$ cat src/rtl/pipe_pkg.sv
// Shared definitions for the pipeline stage: default widths, ctrl-bundle field
// offsets and the NOP ctrl bundle that marks a bubble.
package pipe_pkg;

    localparam int DATA_W_DEF = 64;
    localparam int CTRL_W_DEF = 8;
    localparam int CNT_W_DEF  = 16;

    // Bit positions of the decoded control signals inside the ctrl bundle
    localparam int CTRL_REG_WRITE  = 0;
    localparam int CTRL_MEM_TO_REG = 1;
    localparam int CTRL_MEM_READ   = 2;
    localparam int CTRL_MEM_WRITE  = 3;
    localparam int CTRL_ALU_SRC    = 4;
    localparam int CTRL_ALU_OP_LSB = 5;
    localparam int CTRL_ALU_OP_W   = 3;

    localparam logic [CTRL_W_DEF-1:0] CTRL_NOP = '0;

endpackage

$ cat src/rtl/pipe_skid_buf.sv
// Second storage entry used when PIPE_STAGE_SKID_EN is defined; catches an
// input accepted while the main entry is full and not being drained.
module pipe_skid_buf
    import pipe_pkg::*;
#(
    parameter int DATA_W = DATA_W_DEF,
    parameter int CTRL_W = CTRL_W_DEF
)(
    input  logic              clk,
    input  logic              rst,
    input  logic              i_clear,
    input  logic              i_load,
    input  logic              i_pop,
    input  logic [DATA_W-1:0] i_data,
    input  logic [CTRL_W-1:0] i_ctrl,
    output logic              o_valid,
    output logic [DATA_W-1:0] o_data,
    output logic [CTRL_W-1:0] o_ctrl
);

    logic              r_valid;
    logic [DATA_W-1:0] r_data;
    logic [CTRL_W-1:0] r_ctrl;

    always_ff @(posedge clk) begin
        if (!rst) begin
            r_valid <= 1'b0;
            r_data  <= '0;
            r_ctrl  <= CTRL_W'(CTRL_NOP);
        end else if (i_clear) begin
            r_valid <= 1'b0;
            r_ctrl  <= CTRL_W'(CTRL_NOP);
        end else if (i_load) begin
            r_valid <= 1'b1;
            r_data  <= i_data;
            r_ctrl  <= i_ctrl;
        end else if (i_pop) begin
            r_valid <= 1'b0;
        end
    end

    assign o_valid = r_valid;
    assign o_data  = r_data;
    assign o_ctrl  = r_ctrl;

endmodule

$ cat src/rtl/pipe_stage.sv
// Pipeline register stage with stall/flush and a saturating bubble counter.
// Define PIPE_STAGE_SKID_EN to add a skid entry and cut out_ready -> in_ready.
module pipe_stage
    import pipe_pkg::*;
#(
    parameter int DATA_W = DATA_W_DEF,
    parameter int CTRL_W = CTRL_W_DEF,
    parameter int CNT_W  = CNT_W_DEF
)(
    input  logic              clk,
    input  logic              rst,
    input  logic              in_valid,
    output logic              in_ready,
    input  logic [DATA_W-1:0] in_data,
    input  logic [CTRL_W-1:0] in_ctrl,
    input  logic              stall,
    input  logic              flush,
    output logic              out_valid,
    output logic [DATA_W-1:0] out_data,
    output logic [CTRL_W-1:0] out_ctrl,
    input  logic              out_ready,
    output logic [CNT_W-1:0]  bubble_cnt
);

    logic              r_valid;
    logic [DATA_W-1:0] r_data;
    logic [CTRL_W-1:0] r_ctrl;
    logic [CNT_W-1:0]  r_bubble_cnt;

    logic              w_accept;
    logic              w_pop;
    logic              w_load;
    logic [DATA_W-1:0] w_load_data;
    logic [CTRL_W-1:0] w_load_ctrl;

    assign w_pop = r_valid & out_ready & ~stall & ~flush;

`ifdef PIPE_STAGE_SKID_EN
    logic              w_skid_valid;
    logic [DATA_W-1:0] w_skid_data;
    logic [CTRL_W-1:0] w_skid_ctrl;

    // in_ready only looks at stall and the registered skid occupancy
    assign in_ready    = rst & ~stall & ~w_skid_valid;
    assign w_accept    = in_valid & in_ready & ~flush;
    assign w_load      = (w_pop & w_skid_valid) | (w_accept & (~r_valid | out_ready));
    assign w_load_data = w_skid_valid ? w_skid_data : in_data;
    assign w_load_ctrl = w_skid_valid ? w_skid_ctrl : in_ctrl;

    pipe_skid_buf #(
        .DATA_W (DATA_W),
        .CTRL_W (CTRL_W)
    ) u_skid (
        .clk     (clk),
        .rst     (rst),
        .i_clear (flush),
        .i_load  (w_accept & r_valid & ~out_ready),
        .i_pop   (w_pop & w_skid_valid),
        .i_data  (in_data),
        .i_ctrl  (in_ctrl),
        .o_valid (w_skid_valid),
        .o_data  (w_skid_data),
        .o_ctrl  (w_skid_ctrl)
    );
`else
    assign in_ready    = rst & ~stall & (~r_valid | out_ready);
    assign w_accept    = in_valid & in_ready & ~flush;
    assign w_load      = w_accept;
    assign w_load_data = in_data;
    assign w_load_ctrl = in_ctrl;
`endif

    always_ff @(posedge clk) begin
        if (!rst) begin
            r_valid <= 1'b0;
            r_data  <= '0;
            r_ctrl  <= CTRL_W'(CTRL_NOP);
        end else if (flush) begin
            r_valid <= 1'b0;
            r_ctrl  <= CTRL_W'(CTRL_NOP);
        end else if (w_load) begin
            r_valid <= 1'b1;
            r_data  <= w_load_data;
            r_ctrl  <= w_load_ctrl;
        end else if (w_pop) begin
            r_valid <= 1'b0;
        end
    end

    always_ff @(posedge clk) begin
        if (!rst) begin
            r_bubble_cnt <= '0;
        end else if (!r_valid && (r_bubble_cnt != {CNT_W{1'b1}})) begin
            r_bubble_cnt <= r_bubble_cnt + CNT_W'(1);
        end
    end

    assign out_valid  = r_valid;
    assign out_data   = r_data;
    assign out_ctrl   = r_valid ? r_ctrl : CTRL_W'(CTRL_NOP);
    assign bubble_cnt = r_bubble_cnt;

endmodule
$ cat config.mk
export PLATFORM = sky130hd
export DESIGN_NAME = pipe_stage
export DESIGN_NICKNAME = d
export VERILOG_FILES = /design/src/rtl/pipe_pkg.sv /design/src/rtl/pipe_skid_buf.sv /design/src/rtl/pipe_stage.sv
export SDC_FILE = /design/constraint.sdc
export NUM_CORES = 1
export LEC_CHECK = 0
export ABC_AREA = 1
export BUFFER_PORTS_ARGS = -buffer_cell sky130_fd_sc_hd__buf_2
export CORE_ASPECT_RATIO = 0.7
export CORE_MARGIN = 5
export CORE_UTILIZATION = 42
export DETAILED_ROUTE_END_ITERATION = 12
export MAX_ROUTING_LAYER = met4
export PLACE_DENSITY = 0.76
export RECOVER_POWER = 100
export SLEW_MARGIN = 5
export SYNTH_ARGS = -nofsm -noshare
export SYNTH_HDL_FRONTEND = slang
export SYNTH_SLANG_ARGS = --single-unit
export TNS_END_PERCENT = 5
$ cat constraint.sdc
create_clock -name clk -period 1.2 [get_ports clk]
set_input_delay 0.06 -clock clk [delete_from_list [all_inputs] [get_ports clk]]
set_output_delay 0.06 -clock clk [all_outputs]
set_load 0.01 [all_outputs]
Yosys cells after proc, flatten, opt, wreduce, memory -nomap -nowiden
Index checks and enable logic that the tools add are counted.
{ "word_totals": {"ff_bits": 89, "in_bits": 78} }
{ "classes": {"addsub": 1, "n_eq_ne": 1, "muxes": 3, "bitwise_logic": 12, "reduce_logical": 5} }
{ "ops": {"columns": ["op", "count"], "rows": [
  ["adder 16 x 1 -> 16 bit, second input constant", 1],
  ["!= test 16 bit, second input constant", 1],
  ["two-way mux 8 bit", 1],
  ["AND 1 bit", 7],
  ["NOT 1 bit", 4],
  ["two-way mux 1 bit", 2],
  ["AND reduction 2 bit", 1],
  ["nonzero test 2 bit", 1],
  ["OR reduction 2 bit", 1],
  ["logical AND 1 bit", 1],
  ["logical NOT 1 bit", 1],
  ["bitwise OR 1 bit", 1]
]} }

Depth between registers and ports, before layout
{ "logic_depth": {"word_depth": 6, "mapped_depth": 9, "ltp_nobuf": 9} }

Worst setup path before layout
No wires, ideal clock.
{ "synth_timing": {"kind": "register -> register", "start": "register r_bubble_cnt[0], in the netlist bubble_cnt[0]", "end": "register r_bubble_cnt[2], in the netlist bubble_cnt[2]", "setup_time_ns": 0.115, "t_arrival_ns": 1.301, "required_ns": 1.085, "slack_ns": -0.216, "stages_incl_launch_ff": 8, "synth_period_minus_slack_ns": 1.416, "path_cell_list": "dfxtp_1 ha_1 inv_1 nor2_2 nand4_4 buf_6 a21oi_1 nor2_1"} }
{ "synth_between": {"elab_chain_len": 2, "elab_cells_between_ends": 3, "cone_classes": "add/sub (1); eq/ne (1); reduce/logical (1)"} }
{ "synth_lines": {"columns": ["element", "line", "rtl"], "rows": [
  ["start, declared", "pipe_stage.sv:28", "logic [CNT_W-1:0] r_bubble_cnt;"],
  ["start signal, assigned", "pipe_stage.sv:94", "r_bubble_cnt <= r_bubble_cnt + CNT_W'(1);"],
  ["branches (longest 2 deep; another with adder 16 x 1 -> 16 bit)", null, null]
]} }
Parallel ways; which one is timed is not known.
A chain may end at the register's enable or synchronous reset.

Worst setup path in the final report
{ "layout_timing": {"start": "register r_valid, in the netlist out_valid", "end": "register r_data[39], in the netlist out_data[39]"} }
{ "layout_between": {"elab_chain_len": 6} }
{ "layout_lines": {"columns": ["element", "line", "rtl"], "rows": [
  ["start, declared", "pipe_stage.sv:25", "logic r_valid;"],
  ["start signal, assigned", "pipe_stage.sv:75", "r_valid <= 1'b0;"],
  ["start signal, assigned", "pipe_stage.sv:79", "r_valid <= 1'b0;"],
  ["start signal, assigned", "pipe_stage.sv:82", "r_valid <= 1'b1;"],
  ["NOT 1 bit", "pipe_stage.sv:66", "assign in_ready = rst & ~stall & (~r_valid | out_ready);"],
  ["bitwise OR 1 bit", "pipe_stage.sv:66", null],
  ["AND 1 bit", "pipe_stage.sv:66", null],
  ["AND 1 bit (2 in a row)", "pipe_stage.sv:67", "assign w_accept = in_valid & in_ready & ~flush;"],
  ["AND reduction 2 bit (no line)", null, null],
  ["end signal, assigned", "pipe_stage.sv:83", "r_data <= w_load_data;"],
  ["end, declared", "pipe_stage.sv:26", "logic [DATA_W-1:0] r_data;"]
]} }
No other way between the ends.

==> flow_metrics.env <==
export IMPL_run_status="complete, but fails checks"
export IMPL_violated_checks="negative setup slack"
export IMPL_ys_seq_elements=89
export IMPL_drc_errors=0
export IMPL_mappedNetlistNets=573
export IMPL_fill_cells=690
export IMPL_grt_max_degree=44
export IMPL_postLayoutCellArea_sq_mm=0.00583
export IMPL_final_standard_cell_utilization_of_the_core_pct=69.3
export IMPL_grt_overflow=0
export IMPL_die_x_um=121
export IMPL_totalPowerFinal_uw=6930
export IMPL_yosys_cell_count_top_type="sky130_fd_sc_hd__nor2_1"
export IMPL_routed_wire_length_per_instance_um=13.7
export IMPL_rows=28
export IMPL_n_antenna_cell=0
export IMPL_clock_sink_count=89
export IMPL_async_reset_ff_share_pct=0
export IMPL_rrSetupSlack_ns=-0.1
export IMPL_power_static_leakage_uw=0.00257
export IMPL_global_route_wire_length_before_repair_mm=19.0
export IMPL_synthDominantCellAreaShare_pct=49.4
export IMPL_period_share_pct=108
export IMPL_setup_repair_after_global_routing_missed_its_margin="true"
export IMPL_crit_path_max_incr_delay_ns=0.38
export IMPL_syn_instance_count=494
export IMPL_critPathArrivalTime_ns=1.52
export IMPL_synth_edf_count=0
export IMPL_routed_wirelength_mm=11.8
export IMPL_dp_hpwl_mm=7.29
export IMPL_initial_antenna_violation_count=0
export IMPL_final_period_minus_worst_setup_slack_ns=1.30
export IMPL_placed_cell_area_sq_mm=0.00477
export IMPL_avgViaCountPerCell=4.85
export IMPL_cts_made_buffers=9
export IMPL_endpoint_of_the_most_critical_register_to_register_path="out_data[39]"
export IMPL_crit_path_end_kind="flop"
export IMPL_endpoint="out_data[39]"
export IMPL_yosysTopAreaCell="sky130_fd_sc_hd__dfxtp_1"
export IMPL_setup_viol=86
export IMPL_worst_r2r_cell_count=5
export IMPL_maxSlewViolCount=0
export IMPL_max_slew_margin_pct=72.7
export IMPL_fp_coreArea_sq_mm=0.00841
export IMPL_transition_time_at_the_pin_with_the_least_slew_margin_ns=0.410
export IMPL_critical_path_peak_fanout=38
export IMPL_critPathRequiredTime_ns=1.42
export IMPL_gp_routability_congestion=0.840
export IMPL_synth_common_cells="183 x sky130_fd_sc_hd__nor2_1, 89 x sky130_fd_sc_hd__dfxtp_1, 72 x sky130_fd_sc_hd__o21ai_0"
export IMPL_internal_power_uw=5330
export IMPL_effective_utilization_at_floorplan_pct=42.9
export IMPL_number_of_instances_in_the_placed_design=769
export IMPL_post_synth_instance_area_sq_mm=0.00361
export IMPL_num_nets_final=826
export IMPL_finalHoldViolCount=0
export IMPL_first_global_vias=4138
export IMPL_p_switching_uw=1600
export IMPL_top_post_synthesis_cells_by_area="sky130_fd_sc_hd__dfxtp_1 49%, sky130_fd_sc_hd__nor2_1 19%, sky130_fd_sc_hd__o21ai_0 10%, sky130_fd_sc_hd__nand2_1 5.3%, sky130_fd_sc_hd__buf_6 3.1%"
export IMPL_fin_ws_ns=-0.0987
export IMPL_grt_total_usage_pct=22.9
export IMPL_layout_area_overhead_vs_synth_pct=61.7
export IMPL_synth_warnings=0
export IMPL_worstSetupPathType="reg -> reg"
export IMPL_clock_tree_from_tritoncts="built"
export IMPL_startpoint="out_valid"
export IMPL_synth_top_flop_cell="sky130_fd_sc_hd__dfxtp_1"
export IMPL_ant_nets=0
export IMPL_cts_root_buf="sky130_fd_sc_hd__clkbuf_16"
export IMPL_startpoint_type="flop"
export IMPL_fin_cells=857
export IMPL_floorplan_die_height_um=87.5
export IMPL_fp_dieArea_sq_mm=0.0106
export IMPL_worst_vdd_ir_mv=0.883
export IMPL_num_io_pins=168
export IMPL_final_setup_skew_ns=0.00637
export IMPL_power_density_mw_per_mm2=1190
export IMPL_drive_gt1_share_pct=27.9
export IMPL_ys_seq_area_share_pct=49.4
export IMPL_worstHoldPathType="in -> reg"
export IMPL_route_vias_total=4154
export IMPL_worst_setup_hold_path_clk_slew_ns=0.06
export IMPL_ys_types=25
export IMPL_maxClockFrequency_ghz=0.770
export IMPL_worst_skew_late_latency_ns=0.34
export IMPL_cts_buffer_depth=2
export IMPL_worstReg2RegStart="out_valid"
export IMPL_clock_power_share_pct=44.0
export IMPL_cts_max_level=3
export IMPL_crit_chain="a21oi_2 -> nand2_4 -> buf_12 -> o21ai_0 -> nor2_1"
export IMPL_placement_io_buffers=167
export IMPL_critical_path_slowest_cell="sky130_fd_sc_hd__dfxtp_4"
export IMPL_maxCapViolations=0
export IMPL_drt_first_pass_iters=5
export IMPL_sw_frac_of_total_pct=23.1
export IMPL_syn_avg_cell_area_sq_um=7.30
export IMPL_share_comb_of_total_power_pct=11.4
export IMPL_post_route_worst_hold_slack_ns=0.00948
export IMPL_first_iter_violations=269
export IMPL_share_seq_of_total_power_pct=44.6
## critical path: cells and delay by family, from the launching register on
kind	cells	cell delay (ns)
flops	1	0.38
simple gates	2	0.20
buf+inv	1	0.21
compound gates	2	0.39
## layer usage
layer  vias to the layer above  routed length [um]  GRT usage (%)
li1                       2070                   -              -
met1                      1889                4950           25.8
met2                       153                5650           38.6
met3                        42                 751           6.36
met4                         0                 427           10.1
met5                         -                   0              -
## cells in the final DEF, fill, tap and decap left out, types with 2 or more instances in the layout
| master | instances |
|---|---|
| sky130_fd_sc_hd__nand4_1 | 2 |
| sky130_fd_sc_hd__buf_6 | 3 |
| sky130_fd_sc_hd__clkbuf_1 | 67 |
| sky130_fd_sc_hd__buf_4 | 26 |
| sky130_fd_sc_hd__nand3_1 | 10 |
| sky130_fd_sc_hd__nor2_1 | 174 |
| sky130_fd_sc_hd__clkbuf_16 | 9 |
| sky130_fd_sc_hd__o21ai_2 | 5 |
| sky130_fd_sc_hd__inv_1 | 25 |
| sky130_fd_sc_hd__dfxtp_4 | 6 |
| sky130_fd_sc_hd__nor2_4 | 7 |
| sky130_fd_sc_hd__nand2_1 | 47 |
| sky130_fd_sc_hd__buf_12 | 4 |
| sky130_fd_sc_hd__dfxtp_1 | 75 |
| sky130_fd_sc_hd__o21ai_1 | 55 |
| sky130_fd_sc_hd__nand2_2 | 3 |
| sky130_fd_sc_hd__clkinv_4 | 2 |
| sky130_fd_sc_hd__buf_2 | 100 |
| sky130_fd_sc_hd__o21ai_0 | 12 |
| sky130_fd_sc_hd__nand3_2 | 7 |
| sky130_fd_sc_hd__nor2_2 | 6 |
| sky130_fd_sc_hd__dlygate4sd3_1 | 70 |
| sky130_fd_sc_hd__a21oi_2 | 12 |
| sky130_fd_sc_hd__dfxtp_2 | 8 |
| sky130_fd_sc_hd__a21oi_1 | 2 |
| sky130_fd_sc_hd__bufinv_16 | 2 |
## power by group through the flow
stage / sequential [uW] / combinational (uW) / clock (uW)
global route: 3100 / 864 / 3250
finish: 3090 / 789 / 3050
global placement: 3150 / 575 / 0
CTS: 3090 / 780 / 3100
detailed placement: 3160 / 589 / 0
floorplan: 3200 / 280 / 0
## flip-flops by register name, summed over array words and instances, names as in the netlist
name / flops
out_valid: 1
r_ctrl: 8
bubble_cnt: 16
out_data: 64
## cell type report
type,count,area (sq um),area share (%)
sequential,89,1810,31.1
timing repair buffer,270,1760,30.2
multi-input combinational,349,1680,28.8
clock buffer,10,239,4.10
tap,105,131,2.25
inverter,28,113,1.93
clock inverter,6,90.1,1.55
## stage by stage
stage	setup WS [ns]	TNS [ns]
2_1_floorplan	-0.0198	-0.703
3_3_place_gp	-0.0691	-0.468
3_5_place_dp	-0.0948	-1.42
4_1_cts	-0.0613	-0.389
5_1_grt	-0.164	-10.36
6_report	-0.0987	-3.29
## repair_timing
action                                  in CTS  in global routing
hold buffers                                70                  0
buffers inserted                             2                  0
pin swaps                                    5                 40
endpoints found under the setup margin      95                 96
endpoints found under the hold margin       70                  0
resized for setup                           14                 16
## how the worst min path moves through the flow
stage / slack [ns] / cells after the start / startpoint / end
floorplan: 0.17 / 1 / stall / in_ready
global placement: 0.29 / 3 / in_data[54] / out_data[54]
detailed placement: 0.30 / 3 / in_data[49] / out_data[49]
CTS: 0.002 / 3 / in_data[35] / out_data[35]
global route: 0.02 / 3 / in_data[35] / out_data[35]
finish: 0.009 / 3 / in_data[35] / out_data[35]
## logic make-up after synthesis
family | after synthesis | synth area share (%)
compound gates | 88 | 12.5
fa+ha+maj | 1 | 0.347
buf+inv | 56 | 8.54
flops | 89 | 49.4
simple gates | 260 | 29.3
Note: power is estimated with default switching activity, not from simulation.
